==> src/rtl/instr_loader.sv <==
// Byte-stream program loader for instr_ram: count header plus 3-byte LE words.
// Holds the core in reset until a complete, valid program has been written.
module instr_loader #(
   parameter int ADDR_W  = 5,
   parameter int INSTR_W = 21
) (
   input  logic               clk,
   input  logic               reset_n,
   input  logic               abort,
   input  logic               in_valid,
   input  logic [7:0]         in_data,
   output logic               in_ready,
   output logic               ram_write_en,
   output logic [ADDR_W-1:0]  ram_write_addr,
   output logic [INSTR_W-1:0] ram_write_data,
   output logic               core_reset,
   output logic               load_busy,
   output logic               load_done,
   output logic               load_error
);

   localparam int         HI_W   = INSTR_W - 16;
   localparam logic [8:0] MAX_N  = 9'(2 ** ADDR_W);
   localparam logic [7:0] B2_BAD = 8'(8'hFF << HI_W);

   typedef enum logic [2:0] {
      IDLE, B0, B1, B2, WRITE, DONE, ERROR
   } state_t;

   state_t state, state_nxt;

   logic [ADDR_W-1:0] index;
   logic [ADDR_W-1:0] last;
   logic [7:0]        b0, b1;
   logic              accept;
   logic              hdr_ok;
   logic              b2_ok;

   assign accept = in_valid && in_ready;
   assign hdr_ok = (in_data != 8'd0) && ({1'b0, in_data} <= MAX_N);
   assign b2_ok  = (in_data & B2_BAD) == 8'h00;

   always_comb begin
      state_nxt = state;
      unique case (state)
         IDLE:  if (accept) state_nxt = hdr_ok ? B0 : ERROR;
         B0:    if (accept) state_nxt = B1;
         B1:    if (accept) state_nxt = B2;
         B2:    if (accept) state_nxt = b2_ok ? WRITE : ERROR;
         WRITE: state_nxt = (index == last) ? DONE : B0;
         DONE:  state_nxt = IDLE;
         ERROR: state_nxt = ERROR;
         default: state_nxt = IDLE;
      endcase
      if (abort) state_nxt = IDLE;
   end

   // Outputs are decoded from the next state so every one is a flop.
   always_ff @(posedge clk or negedge reset_n) begin
      if (!reset_n) begin
         state          <= IDLE;
         in_ready       <= 1'b1;
         ram_write_en   <= 1'b0;
         ram_write_addr <= '0;
         ram_write_data <= '0;
         core_reset     <= 1'b1;
         load_busy      <= 1'b0;
         load_done      <= 1'b0;
         load_error     <= 1'b0;
         index          <= '0;
         last           <= '0;
         b0             <= '0;
         b1             <= '0;
      end else begin
         state        <= state_nxt;
         in_ready     <= state_nxt inside {IDLE, B0, B1, B2};
         ram_write_en <= state_nxt == WRITE;
         load_busy    <= !(state_nxt inside {IDLE, ERROR});
         load_done    <= state_nxt == DONE;
         load_error   <= state_nxt == ERROR;

         if (state_nxt inside {B0, B1, B2, WRITE, DONE, ERROR})
            core_reset <= 1'b1;
         else if (state == DONE)
            core_reset <= 1'b0;

         if (!abort) begin
            if (accept) begin
               unique case (state)
                  IDLE: begin
                     index <= '0;
                     last  <= ADDR_W'(in_data - 8'd1);
                  end
                  B0: b0 <= in_data;
                  B1: b1 <= in_data;
                  B2: if (b2_ok) begin
                     ram_write_addr <= index;
                     ram_write_data <= {in_data[HI_W-1:0], b1, b0};
                  end
                  default: ;
               endcase
            end
            if (state == WRITE && index != last)
               index <= index + 1'b1;
         end
      end
   end

endmodule

==> config.mk <==
export PLATFORM = sky130hd
export DESIGN_NAME = instr_loader
export DESIGN_NICKNAME = d
export VERILOG_FILES = /design/src/rtl/instr_loader.sv
export SDC_FILE = /design/constraint.sdc
export NUM_CORES = 1
export LEC_CHECK = 0
export BUFFER_PORTS_ARGS = -buffer_cell sky130_fd_sc_hd__buf_2
export CAP_MARGIN = 25
export CORE_ASPECT_RATIO = 2
export CORE_UTILIZATION = 50
export DETAILED_ROUTE_END_ITERATION = 8
export GPL_TIMING_DRIVEN = 0
export HOLD_SLACK_MARGIN = 0.08
export PLACE_DENSITY_LB_ADDON = 0.1
export SKIP_CTS_REPAIR_TIMING = 1
export SYNTH_ARGS = -nofsm -noshare
export SYNTH_HDL_FRONTEND = slang
export SYNTH_SLANG_ARGS = --single-unit
==> constraint.sdc <==
create_clock -name clk -period 1.57 [get_ports clk]
set_input_delay 0.0785 -clock clk [delete_from_list [all_inputs] [get_ports clk]]
set_output_delay 0.0785 -clock clk [all_outputs]
set_load 0.1 [all_outputs]
* Word level (Yosys, flattened, before mapping)
Index checks and enable logic that the tools add are counted.
** Storage, ports and cells
- Register bits after elaboration :: 61
- Output and inout port bits :: 32
- Logic and storage cells :: 64
- Input bits :: 12
** Cells by class
- Multiplexer cells :: 14
- $lt $le $gt $ge :: 1
- Bitwise logic cells :: 1
- $add $sub $neg :: 2
- Equality and inequality tests :: 14
- Reduce and logical (&&, ||, !) cells :: 19
** Operator list (number)
- $mux W3 :: 7
- $eq A3 B3 Y1 const B :: 6
- $pmux W3 S6 :: 1
- $mux W5 :: 3
- $eq A3 B2 Y1 const B :: 4
- $reduce_and A3 Y1 :: 4
- $le A8 B6 Y1 const B :: 1
- $logic_not A8 Y1 :: 1
- $reduce_bool A2 Y1 :: 4
- $reduce_bool A8 Y1 :: 1
- $eq A3 B1 Y1 const B :: 2
- $logic_not A3 Y1 :: 2
- $reduce_bool A6 Y1 :: 1
- $add A5 B1 Y5 const B :: 1
- $eq A5 B5 Y1 :: 1
- $ne A5 B5 Y1 :: 1
- $sub A5 B1 Y5 const B :: 1
- $reduce_and A4 Y1 :: 1
- $reduce_bool A4 Y1 :: 1
- $logic_and A1 B1 Y1 :: 3
- $mux W1 :: 2
- $mux W2 :: 1
- $logic_not A1 Y1 :: 1
- $not A1 Y1 :: 1

* Longest topological paths before layout
Gate-level depths: netlist of run 1.
- Word-level depth :: 9
- Gate-level depth with buffers :: 7
- Depth with buffers taken out :: 7

* Worst setup path after synthesis of run 1
OpenSTA, ideal clock, no wires.
- Kind :: reg2reg
- Start point :: register in_ready
- End point :: register b0[2]
- Data arrival time :: 1.897 ns
- Required time :: 1.445 ns
- Slack :: -0.452 ns
- Period minus slack after synthesis :: 2.022 ns
- Path buffers :: 1
- Cell stages (with the launch flop) :: 5
- Path through :: dfstp_2 -> nand3_1 -> or4_1 -> clkbuf_1 -> mux2_2
** Between the ends
- Longest elaborated chain between the ends :: 2
** RTL lines
- start: declaration :: line 12 : output logic in_ready,
- start signal: assignment :: line 76 : in_ready <= state_nxt inside {IDLE, B0, B1, B2};
- $logic_and A1 B1 Y1 :: line 39 : assign accept = in_valid && in_ready;
- $reduce_and A3 Y1 (no source line)
- end signal: assignment :: line 94 : B0: b0 <= in_data;
- end: declaration :: line 34 : logic [7:0] b0, b1;
No other way between the ends.
A chain may end at the register's enable or synchronous reset.

* Worst setup path in the final report of run 1
- Start point :: register state[2]
- End point :: register ram_write_data[8]
** Between the ends
- Longest elaborated chain between the ends :: 2
** RTL lines
- start: declaration :: line 30 : state_t state, state_nxt;
- start signal: assignment :: line 75 : state <= state_nxt;
- $eq A3 B2 Y1 :: line 89 : unique case (state)
- $reduce_and A4 Y1 (no source line)
- end signal: assignment :: line 98 : ram_write_data <= {in_data[HI_W-1:0], b1, b0};
- end: declaration :: line 15 : output logic [INSTR_W-1:0] ram_write_data,
No other way between the ends.

==> results of run 1 <==
==> layer usage <==
metal,global-route usage (%),part of all wire (%),vias up
met5,0,0,-
met4,8.79,1.9,0
met3,6.01,3.4,8
met2,30.6,54,39
met1,25.1,41,924
li1,-,-,881
==> final timing paths <==
| kind | end | slack (ps) | depth (start not counted) |
|---|---|---|---|
| worst max-delay path | ram_write_data[8]$_DFFE_PN0P_ | -140 | 5 |
| max in group asynchronous | index[3]$_DFFE_PN0P_ | 750 | 3 |
| worst max register to register | ram_write_data[8]$_DFFE_PN0P_ | -140 | 5 |
| worst min-delay path | ram_write_data[20]$_DFFE_PN0P_ | 80 | 2 |
| min in group asynchronous | state[0]$_DFF_PN0_ | 230 | 2 |
| worst min register to register | last[4]$_DFFE_PN0P_ | 500 | 2 |
==> power groups by stage <==
stage	logic [mW]	clock network [mW]	registers, mW
detailed placement	1.69	0	2.25
global placement	1.67	0	2.24
CTS	1.70	1.62	2.22
finish	1.99	1.59	2.24
floorplan	0.807	0	2.78
global route	2.13	1.69	2.28
==> cell type report <==
class | count | share of cell area [%]
Tap cell | 58 | 2.02
Buffer | 6 | 2.05
Clock inverter | 5 | 2.29
Clock buffer | 11 | 4.20
Multi-Input combinational cell | 134 | 34.5
Sequential cell | 61 | 42.6
Inverter | 6 | 0.625
Timing Repair Buffer | 63 | 11.7
==> stage by stage <==
| step | hold WS, ps | std cells | setup WS (ps) | TNS, ps | total power, mW |
|---|---|---|---|---|---|
| floorplan | -217 | 208 | -288 | -10240 | 3.59 |
| global placement | 312 | 309 | -558 | -9900 | 3.91 |
| detailed placement | 59.3 | 310 | -534 | -9730 | 3.95 |
| CTS | -304 | 326 | -257 | -8670 | 5.54 |
| global route | 80.2 | 344 | -180 | -4920 | 6.10 |
| finish | 81.3 | 344 | -139 | -3320 | 5.82 |
==> layout by cell type, fill, tap and decap left out, types with 3 or more instances in the layout <==
master	instances
nand3_1	4
mux2_4	16
nand3_2	3
mux2_2	20
dlygate4sd3_1	6
buf_2	43
nor3_1	4
nor2_1	3
clkinvlp_4	3
dfrtp_1	57
inv_1	6
buf_6	6
xnor2_1	6
clkbuf_8	11
o21ai_0	13
nand2_1	19
ha_1	3
buf_4	9
==> sequential cells by signal (all words and copies together), names as in the netlist <==
register / count
b0: 8
b1: 8
core_reset: 1
in_ready: 1
index: 5
last: 5
load_busy: 1
load_done: 1
load_error: 1
ram_write_addr: 5
ram_write_data: 21
ram_write_en: 1
state: 3
==> worst reg2reg max path: cells and delay by family (launching register included) <==
kind	cells	cell delay [ps]
buffers and inverters	2	460
flip-flops	1	390
multiplexers	1	290
AND/OR/NAND/NOR	2	450
==> cells by family (layout without fill, tap and decap cells) <==
logic type / count (synthesis) / after routing
AOI/OAI and AO/OA: 28 / 28
xor gates and xnor gates: 8 / 8
adders and majority gates: 3 / 3
buffers and inverters: 13 / 91
DFF: 61 / 61
muxes: 39 / 39
and+or+nand+nor: 56 / 56
==> flow_metrics.env, run 1 <==
export IMPL_run_status="complete, but fails checks"
export IMPL_failing_checks="setup timing"
export IMPL_internal_power_mw=3.66
export IMPL_timing_hold_worst_class="primary input to flip-flop"
export IMPL_grt_remaining_overflow=0
export IMPL_grt_antenna_before_repair=0
export IMPL_cp_arrival_ps=1930
export IMPL_final_hold_viol_count=0
export IMPL_cts_sinks=61
export IMPL_die_height_um=106
export IMPL_sequentialPowerShare_pct=38.4
export IMPL_postLayoutCellArea_um2=3600
export IMPL_flow_area_growth_from_synthesis_pct=33.3
export IMPL_detail_route_vias_per_cell=5.38
export IMPL_synth_edf_count=0
export IMPL_seq_area_frac_synth_pct=56.6
export IMPL_cts_tree="built"
export IMPL_synth_top_cell_area_share_pct=54.7
export IMPL_post_synth_top_count_cell="dfrtp_1"
export IMPL_drtPass1Iterations=4
export IMPL_final_min_clock_period_ps=1710
export IMPL_antenna_diode_instance_count=0
export IMPL_yosys_area_share_simple_pct=11.8
export IMPL_synth_adder_area_share_pct=1.39
export IMPL_synth_area_top_cells="dfrtp_1 55%, mux2_4 8.9%, mux2_2 8.3%"
export IMPL_cts_reportedPaths_clkPinSlew_ps=70
export IMPL_peakVddDrop_mv=1.09
export IMPL_static_leakage_power_nw=1.80
export IMPL_grt_use_total_pct=19.9
export IMPL_synthMuxAreaShare_pct=18.3
export IMPL_netlist_area_um2=2700
export IMPL_buffer_ports_inserted=43
export IMPL_crit_path_max_incr_delay_ps=390
export IMPL_power_frac_clock_pct=27.4
export IMPL_cp_startpoint="state[2]$_DFF_PN0_"
export IMPL_worst_pin_slew_ps=495
export IMPL_clock_skew_ps=8.47
export IMPL_synth_top_cell_by_area="dfrtp_1"
export IMPL_regToRegStartpoint="state[2]$_DFF_PN0_"
export IMPL_total_area_of_multi_input_combinational_cells_um2=1240
export IMPL_hpwlAfterDp_um=3410
export IMPL_grt_setup_unrepaired="yes"
export IMPL_post_route_drc_count=0
export IMPL_detail_route_wirelength_um=5350
export IMPL_setup_slack_ps=-139
export IMPL_hold_path_startpoint="in_data[4]"
export IMPL_maxSlewHeadroom_pct=67.2
export IMPL_cp_required_ps=1790
export IMPL_cpLargestDelayFamily="buffers and inverters"
export IMPL_die_width_um=54.0
export IMPL_fp_dieArea_um2=5720
export IMPL_worst_path_max_fanout=10
export IMPL_postSynthCellCount=208
export IMPL_fp_row_count=37
export IMPL_kind_of_capture_point_of_the_worst_setup_path="flip-flop"
export IMPL_routabilityCongestion=0.806
export IMPL_grt_pass1_vias=1742
export IMPL_io_pin_count=44
export IMPL_syn_num_nets=223
export IMPL_synth_top_flop_cell="dfrtp_1"
export IMPL_placedInstanceArea_um2=3050
export IMPL_synth_common_cells="59 x dfrtp_1, 20 x mux2_2, 20 x nand2_1, 16 x mux2_4, 16 x o21ai_0"
export IMPL_maxCapViolations=0
export IMPL_report_final_setup_viol=31
export IMPL_final_antenna_net_count=0
export IMPL_htree_levels=3
export IMPL_cp_cell_sequence="clkbuf_2, nor2_4, nand4_4, clkbuf_16, mux2_4"
export IMPL_synthXorXnorAreaFrac_pct=2.59
export IMPL_nFillCells=382
export IMPL_max_freq_mhz=585
export IMPL_wire_length_of_the_first_global_routing_pass_um=8140
export IMPL_async_flop_share_pct=100
export IMPL_synth_area_per_cell_um2=13.0
export IMPL_slew_viol_final=0
export IMPL_layout_nets=296
export IMPL_critPathLaunchType="flip-flop"
export IMPL_synth_compound_area_share_pct=6.86
export IMPL_synth_yosys_warnings=0
export IMPL_yosys_register_bits=61
export IMPL_power_density_nw_per_um2=1620
export IMPL_vias=1852
export IMPL_main_combinational_cell_family_by_area_after_synthesis="multiplexers"
export IMPL_final_min_period_over_clock_period_pct=109
export IMPL_max_clock_path_buffers=2
export IMPL_core_region_area_um2=5180
export IMPL_final_layout_size_suffix_gt1_share_pct=51.0
export IMPL_cp_buffers_inverters=2
export IMPL_pin_count_of_the_biggest_net_entering_global_routing=42
export IMPL_detail_route_iter0_violations=35
export IMPL_crit_slowest_cell="dfrtp_1"
export IMPL_clk_root_buffer_cell="clkbuf_8"
export IMPL_netSwitchingFraction_pct=37.1
export IMPL_detail_route_wl_per_cell_um=15.5
export IMPL_pwr_share_comb_pct=34.2
export IMPL_initial_utilization_pct=52.1
export IMPL_clkLatencyLatePin_ps=340
export IMPL_setup_worst_path_class="flip-flop to flip-flop"
export IMPL_sequential_cell_area_um2=1540
export IMPL_final_core_utilization_pct=69.4
export IMPL_ys_types=40
export IMPL_total_switching_power_mw=2.16
export IMPL_clock_buffer_count_from_cts=9
No activity file was read; power rests on OpenSTA's default activity.
==> inputs of run 2 (changes only) <==
--- a/config.mk
+++ b/config.mk
@@ -8,7 +8,7 @@
 export BUFFER_PORTS_ARGS = -buffer_cell sky130_fd_sc_hd__buf_2
 export CAP_MARGIN = 25
 export CORE_ASPECT_RATIO = 2
-export CORE_UTILIZATION = 50
+export CORE_UTILIZATION = 60
 export DETAILED_ROUTE_END_ITERATION = 8
 export GPL_TIMING_DRIVEN = 0
 export HOLD_SLACK_MARGIN = 0.08
==> constraint.sdc (replaced) <==
create_clock -name clk -period 2.1 [get_ports clk]
set_input_delay 0.105 -clock clk [delete_from_list [all_inputs] [get_ports clk]]
set_output_delay 0.105 -clock clk [all_outputs]
set_load 0.1 [all_outputs]
==> run 2 against run 1 <==
Against the previous run: the flow now finishes without violations; die area is 16% lower; sequential power fell by 26%; routed wire length down 0.71%; critical path depth fell by 1; worst hold slack improved by 13 ps; register-to-register slack improved by 400 ps; core utilization rose by 4.9 points; worst setup slack better by 400 ps; critical endpoint is now b1[3]$_DFFE_PN0P_; largest cell class unchanged; highest routed layer unchanged.
==> flow_metrics.env, run 2 (same netlist as run 1, synthesis figures left out) <==
export IMPL_final_min_clock_period_ps=1840
export IMPL_total_switching_power_mw=1.48
export IMPL_maxCapViolations=0
export IMPL_sequentialPowerShare_pct=42.2
export IMPL_final_core_utilization_pct=74.4
export IMPL_place_worst_setup_slack_ps=0.765
export IMPL_run_status="completed"
export IMPL_fp_dieArea_um2=4790
export IMPL_crit_path_max_incr_delay_ps=560
export IMPL_routabilityCongestion=0.855
export IMPL_total_area_of_multi_input_combinational_cells_um2=1110
export IMPL_netSwitchingFraction_pct=37.7
export IMPL_worst_path_max_fanout=10
export IMPL_grt_antenna_before_repair=0
export IMPL_final_min_period_over_clock_period_pct=87.4
export IMPL_detail_route_vias_per_cell=5.50
export IMPL_finalPower_mw=3.93
export IMPL_layout_cells_most_common="dfrtp_1"
export IMPL_grt_use_total_pct=25.2
export IMPL_report_final_setup_viol=0
export IMPL_pwr_share_comb_pct=32.2
export IMPL_max_clock_path_buffers=2
export IMPL_maxSlewHeadroom_pct=63.4
export IMPL_cts_tree="built"
export IMPL_postLayoutCellArea_um2=3230
export IMPL_fp_row_count=34
export IMPL_grt_remaining_overflow=0
export IMPL_post_route_drc_count=0
export IMPL_die_width_um=49.4
export IMPL_hpwlAfterDp_um=3690
export IMPL_critPathLaunchType="flip-flop"
export IMPL_worst_pin_slew_ps=548
export IMPL_clock_buffer_count_from_cts=9
export IMPL_drtPass1Iterations=4
export IMPL_pin_count_of_the_biggest_net_entering_global_routing=40
export IMPL_largest_reg_flops=21
export IMPL_crit_slowest_cell="dfstp_2"
export IMPL_detail_route_wirelength_um=5310
export IMPL_mostFrequentLayoutCells="59 x dfrtp_1, 45 x buf_2, 20 x nand2_1, 20 x mux2_2"
export IMPL_timing_hold_worst_class="primary input to flip-flop"
export IMPL_kind_of_capture_point_of_the_worst_setup_path="flip-flop"
export IMPL_grt_pass1_vias=1910
export IMPL_internal_power_mw=2.45
export IMPL_placedInstanceArea_um2=3000
export IMPL_power_frac_clock_pct=25.6
export IMPL_final_antenna_net_count=0
export IMPL_power_density_nw_per_um2=1220
export IMPL_max_freq_mhz=545
export IMPL_static_leakage_power_nw=1.65
export IMPL_die_height_um=96.9
export IMPL_clk_root_buffer_cell="clkbuf_8"
export IMPL_vias=1789
export IMPL_final_layout_size_suffix_gt1_share_pct=38.7
export IMPL_antenna_diode_instance_count=0
export IMPL_cp_cell_sequence="and2_1, buf_2, nand3_1, mux2_2"
export IMPL_layout_nets=281
export IMPL_cts_reportedPaths_clkPinSlew_ps=60
export IMPL_cts_sinks=61
export IMPL_cp_arrival_ps=2050
export IMPL_setup_worst_path_class="flip-flop to flip-flop"
export IMPL_buffer_ports_inserted=43
export IMPL_clock_skew_ps=7.79
export IMPL_flow_area_growth_from_synthesis_pct=19.5
export IMPL_detail_route_iter0_violations=26
export IMPL_setup_slack_ps=264
export IMPL_nFillCells=313
export IMPL_sequential_cell_area_um2=1530
export IMPL_slew_viol_final=0
export IMPL_wire_length_of_the_first_global_routing_pass_um=8910
export IMPL_cp_buffers_inverters=1
export IMPL_registers_top_by_ff_count="ram_write_data"
export IMPL_final_hold_viol_count=0
export IMPL_detail_route_wl_per_cell_um=16.3
export IMPL_cpLargestDelayFamily="flip-flops"
export IMPL_clkLatencyLatePin_ps=330
export IMPL_cp_required_ps=2310
export IMPL_io_pin_count=44
export IMPL_peakVddDrop_mv=0.901
export IMPL_initial_utilization_pct=62.3
export IMPL_grt_setup_unrepaired="no"
export IMPL_reg_largest_list="ram_write_data x21, b0 x8, b1 x8"
export IMPL_core_region_area_um2=4340
export IMPL_htree_levels=3
[run 2: cell count changes in the layout (fill, tap and decap cells not counted), moves of 3 or more]
| cell | change |
|---|---|
| o21ai_0 | +3 |
| buf_4 | -9 |
| clkbuf_1 | +5 |
| nand3_1 | +5 |
| nand3_2 | -3 |
| buf_6 | -4 |
| dlygate4sd3_1 | -3 |
[run 2: metal layers]
layer | up-vias | part of all wire (%) | track usage (%)
li1 | 853 | - | -
met2 | 39 | 54 | 43.8
met1 | 887 | 41 | 29.0
met4 | 0 | 2.5 | 12.5
met3 | 10 | 2.5 | 4.25
met5 | - | 0 | 0
[run 2: worst paths after layout]
path	from	end	slack [ps]	cells past startpoint
max	in_ready$_DFF_PN1_	b1[3]$_DFFE_PN0P_	260	4
min	in_data[4]	ram_write_data[20]$_DFFE_PN0P_	90	2
max reg2reg	in_ready$_DFF_PN1_	b1[3]$_DFFE_PN0P_	260	4
min reg2reg	b1[1]$_DFFE_PN0P_	b1[1]$_DFFE_PN0P_	490	2
max in group asynchronous	reset_n	core_reset$_DFFE_PN1P_	1190	3
min in group asynchronous	reset_n	ram_write_en$_DFF_PN0_	280	2
[run 2: layout make-up]
cell class | instances | share of cell area, %
Clock buffer | 12 | 4.50
Clock inverter | 4 | 1.47
Timing Repair Buffer | 47 | 8.22
Buffer | 7 | 1.36
Inverter | 6 | 0.698
Tap cell | 54 | 2.09
Multi-Input combinational cell | 134 | 34.3
Sequential cell | 61 | 47.4
[run 2: power by group through the flow]
stage	logic, mW	clock network, mW	registers [mW]
2_1_floorplan	0.584	0	2.07
3_3_place_gp	1.23	0	1.66
3_5_place_dp	1.26	0	1.67
4_1_cts	1.27	1.03	1.66
5_1_grt	1.36	1.07	1.70
6_report	1.26	1.01	1.66
[run 2: per-stage QoR]
| stage | instances | setup TNS, ps | hold WS, ps |
|---|---|---|---|
| 2_1_floorplan | 208 | 0 | -191 |
| 3_3_place_gp | 305 | -20.1 | 347 |
| 3_5_place_dp | 306 | 0 | 110 |
| 4_1_cts | 322 | 0 | -252 |
| 5_1_grt | 325 | 0 | 103 |
| 6_report | 325 | 0 | 94.5 |
==> inputs of run 3 (changes only) <==
--- a/config.mk
+++ b/config.mk
@@ -5,6 +5,7 @@
 export SDC_FILE = /design/constraint.sdc
 export NUM_CORES = 1
 export LEC_CHECK = 0
+export ABC_AREA = 1
 export BUFFER_PORTS_ARGS = -buffer_cell sky130_fd_sc_hd__buf_2
 export CAP_MARGIN = 25
 export CORE_ASPECT_RATIO = 2
==> run 3 against run 2 <==
Against the previous run: final cell count increased by 16%; synthesized cell count rose by 25%; routed wire length grew 4.3%; worst setup slack better by 61 ps; synthesized area up 1.2%; clock power hardly changed; worst hold slack improved by 24 ps; final area grew 1.3%; via count is 9.8% higher; core utilization up 0.95 points; global-route usage up 0.66 points; critical path type is now primary input to flip-flop; highest routed layer unchanged.
==> flow_metrics.env, run 3 <==
export IMPL_run_status="completed"
export IMPL_cts_sinks=61
export IMPL_grt_antenna_before_repair=0
export IMPL_critPathLaunchType="primary input"
export IMPL_registers_top_by_ff_count="ram_write_data"
export IMPL_place_worst_setup_slack_ps=415
export IMPL_clk_root_buffer_cell="clkbuf_8"
export IMPL_cp_arrival_ps=2000
export IMPL_timing_hold_worst_class="primary input to flip-flop"
export IMPL_ys_types=29
export IMPL_die_width_um=49.7
export IMPL_yosys_register_bits=61
export IMPL_buffer_ports_inserted=43
export IMPL_antenna_diode_instance_count=0
export IMPL_final_layout_size_suffix_gt1_share_pct=33.1
export IMPL_clkLatencyLatePin_ps=340
export IMPL_synth_top_flop_cell="dfrtp_1"
export IMPL_peakVddDrop_mv=1.17
export IMPL_grt_pass1_vias=2041
export IMPL_synth_area_per_cell_um2=10.6
export IMPL_synth_common_cells="59 x dfrtp_1, 53 x nand2_1, 19 x inv_1, 17 x o21ai_1, 16 x mux2_4"
export IMPL_detail_route_iter0_violations=34
export IMPL_cts_tree="built"
export IMPL_synth_area_top_cells="dfrtp_1 54%, mux2_4 8.8%, nand2_1 7.3%"
export IMPL_final_min_period_over_clock_period_pct=84.5
export IMPL_routabilityCongestion=0.943
export IMPL_kind_of_capture_point_of_the_worst_setup_path="flip-flop"
export IMPL_worst_path_max_fanout=6
export IMPL_drtPass1Iterations=4
export IMPL_synth_top_cell_area_share_pct=54.0
export IMPL_finalPower_mw=4.07
export IMPL_slew_viol_final=0
export IMPL_clock_skew_ps=5.16
export IMPL_final_antenna_net_count=0
export IMPL_report_final_setup_viol=0
export IMPL_power_density_nw_per_um2=1240
export IMPL_max_clock_path_buffers=2
export IMPL_mostFrequentLayoutCells="59 x dfrtp_1, 53 x nand2_1, 46 x buf_2, 19 x inv_1, 17 x o21ai_1"
export IMPL_pin_count_of_the_biggest_net_entering_global_routing=43
export IMPL_maxSlewHeadroom_pct=67.4
export IMPL_static_leakage_power_nw=1.81
export IMPL_synth_edf_count=0
export IMPL_final_min_clock_period_ps=1780
export IMPL_fp_row_count=34
export IMPL_grt_use_total_pct=25.9
export IMPL_final_hold_viol_count=0
export IMPL_post_route_drc_count=0
export IMPL_setup_slack_ps=325
export IMPL_htree_levels=3
export IMPL_seq_area_frac_synth_pct=55.9
export IMPL_core_region_area_um2=4340
export IMPL_flow_area_growth_from_synthesis_pct=19.5
export IMPL_detail_route_wl_per_cell_um=14.7
export IMPL_setup_worst_path_class="primary input to flip-flop"
export IMPL_cts_reportedPaths_clkPinSlew_ps=60
export IMPL_initial_utilization_pct=63.0
export IMPL_grt_setup_unrepaired="no"
export IMPL_syn_num_nets=274
export IMPL_fp_dieArea_um2=4850
export IMPL_netlist_area_um2=2730
export IMPL_clock_buffer_count_from_cts=9
export IMPL_die_height_um=97.5
export IMPL_post_synth_top_count_cell="dfrtp_1"
export IMPL_maxCapViolations=0
export IMPL_postSynthCellCount=259
export IMPL_layout_nets=333
export IMPL_cp_required_ps=2330
export IMPL_largest_reg_flops=21
export IMPL_worst_pin_slew_ps=493
export IMPL_synth_yosys_warnings=0
export IMPL_vias=1965
export IMPL_hpwlAfterDp_um=4160
export IMPL_grt_remaining_overflow=0
export IMPL_reg_largest_list="ram_write_data x21, b0 x8, b1 x8"
export IMPL_totalNegativeSetupSlack_ps=0
export IMPL_async_flop_share_pct=100
export IMPL_wire_length_of_the_first_global_routing_pass_um=9250
export IMPL_io_pin_count=44
export IMPL_synth_top_cell_by_area="dfrtp_1"
export IMPL_layout_cells_most_common="dfrtp_1"
export IMPL_detail_route_wirelength_um=5540
export IMPL_detail_route_vias_per_cell=5.21
export IMPL_max_freq_mhz=563
run 3: cells by family after synthesis:
| family | share of synthesized area (%) |
|---|---|
| flops | 55.9 |
| fa+ha+maj | 1.37 |
| compound gates | 7.78 |
| mux | 10.0 |
| simple gates | 16.6 |
| xor+xnor | 3.20 |
| buf+inv | 5.08 |
run 3: metal layers:
| layer | track usage [%] | vias up | share of wire [%] |
|---|---|---|---|
| met2 | 44.6 | 44 | 54 |
| met4 | 14.3 | 0 | 3.9 |
| met1 | 27.3 | 930 | 39 |
| met3 | 7.20 | 16 | 3.3 |
| met5 | 0 | - | 0 |
| li1 | - | 975 | - |
run 3: where the power goes:
part / internal, mW / switching, mW / leakage [nW] / total (mW)
Sequential: 1.47 / 0.218 / 0.812 / 1.69
Clock: 0.572 / 0.440 / 0.103 / 1.01
Combinational: 0.369 / 0.996 / 0.895 / 1.37
Total: 2.41 / 1.65 / 1.81 / 4.07
run 3: critical path: stages:
cell and delay, ps:
dlygate4sd3_1 530, buf_2 130, inv_1 180, ha_1 230, nand2_1 60, nor2_1 100, nand2_1 80, nand4_1 100
inv_1 60, o21ai_1 240, nand2_1 90, nand2_1 60, nand2_1 50
run 3: worst paths after layout:
path | slack (ps) | depth (start not counted) | end | startpoint
worst max register to register | 420 | 6 | last[4]$_DFFE_PN0P_ | in_ready$_DFF_PN1_
worst max-delay path | 320 | 13 | load_busy$_DFF_PN0_ | in_data[0]
worst min register to register | 490 | 2 | b1[3]$_DFFE_PN0P_ | b1[3]$_DFFE_PN0P_
worst min-delay path | 120 | 3 | last[2]$_DFFE_PN0P_ | in_data[2]
min in group asynchronous | 250 | 2 | ram_write_data[1]$_DFFE_PN0P_ | reset_n
max in group asynchronous | 1280 | 3 | ram_write_addr[4]$_DFFE_PN0P_ | reset_n
run 3: cell type report:
class	instances	area, um2
plain buffers	6	41.3
well taps	54	67.6
fillers	348	1070
clock buffers	11	141
multi-input cells	166	1070
inverters	26	97.6
repair buffers	48	275
flip-flops and latches	61	1530
clock inverters	5	50.0
run 3: through the flow:
stage | instance area, um2 | cells | util (%) | hold slack, ps
finish | 3270 | 377 | 75.3 | 119
global route | 3270 | 377 | 75.3 | 120
CTS | 3230 | 373 | 74.4 | -285
detailed placement | 3040 | 357 | 70.0 | 84.0
global placement | 3020 | 356 | 69.5 | 313
floorplan | 2730 | 259 | - | -191
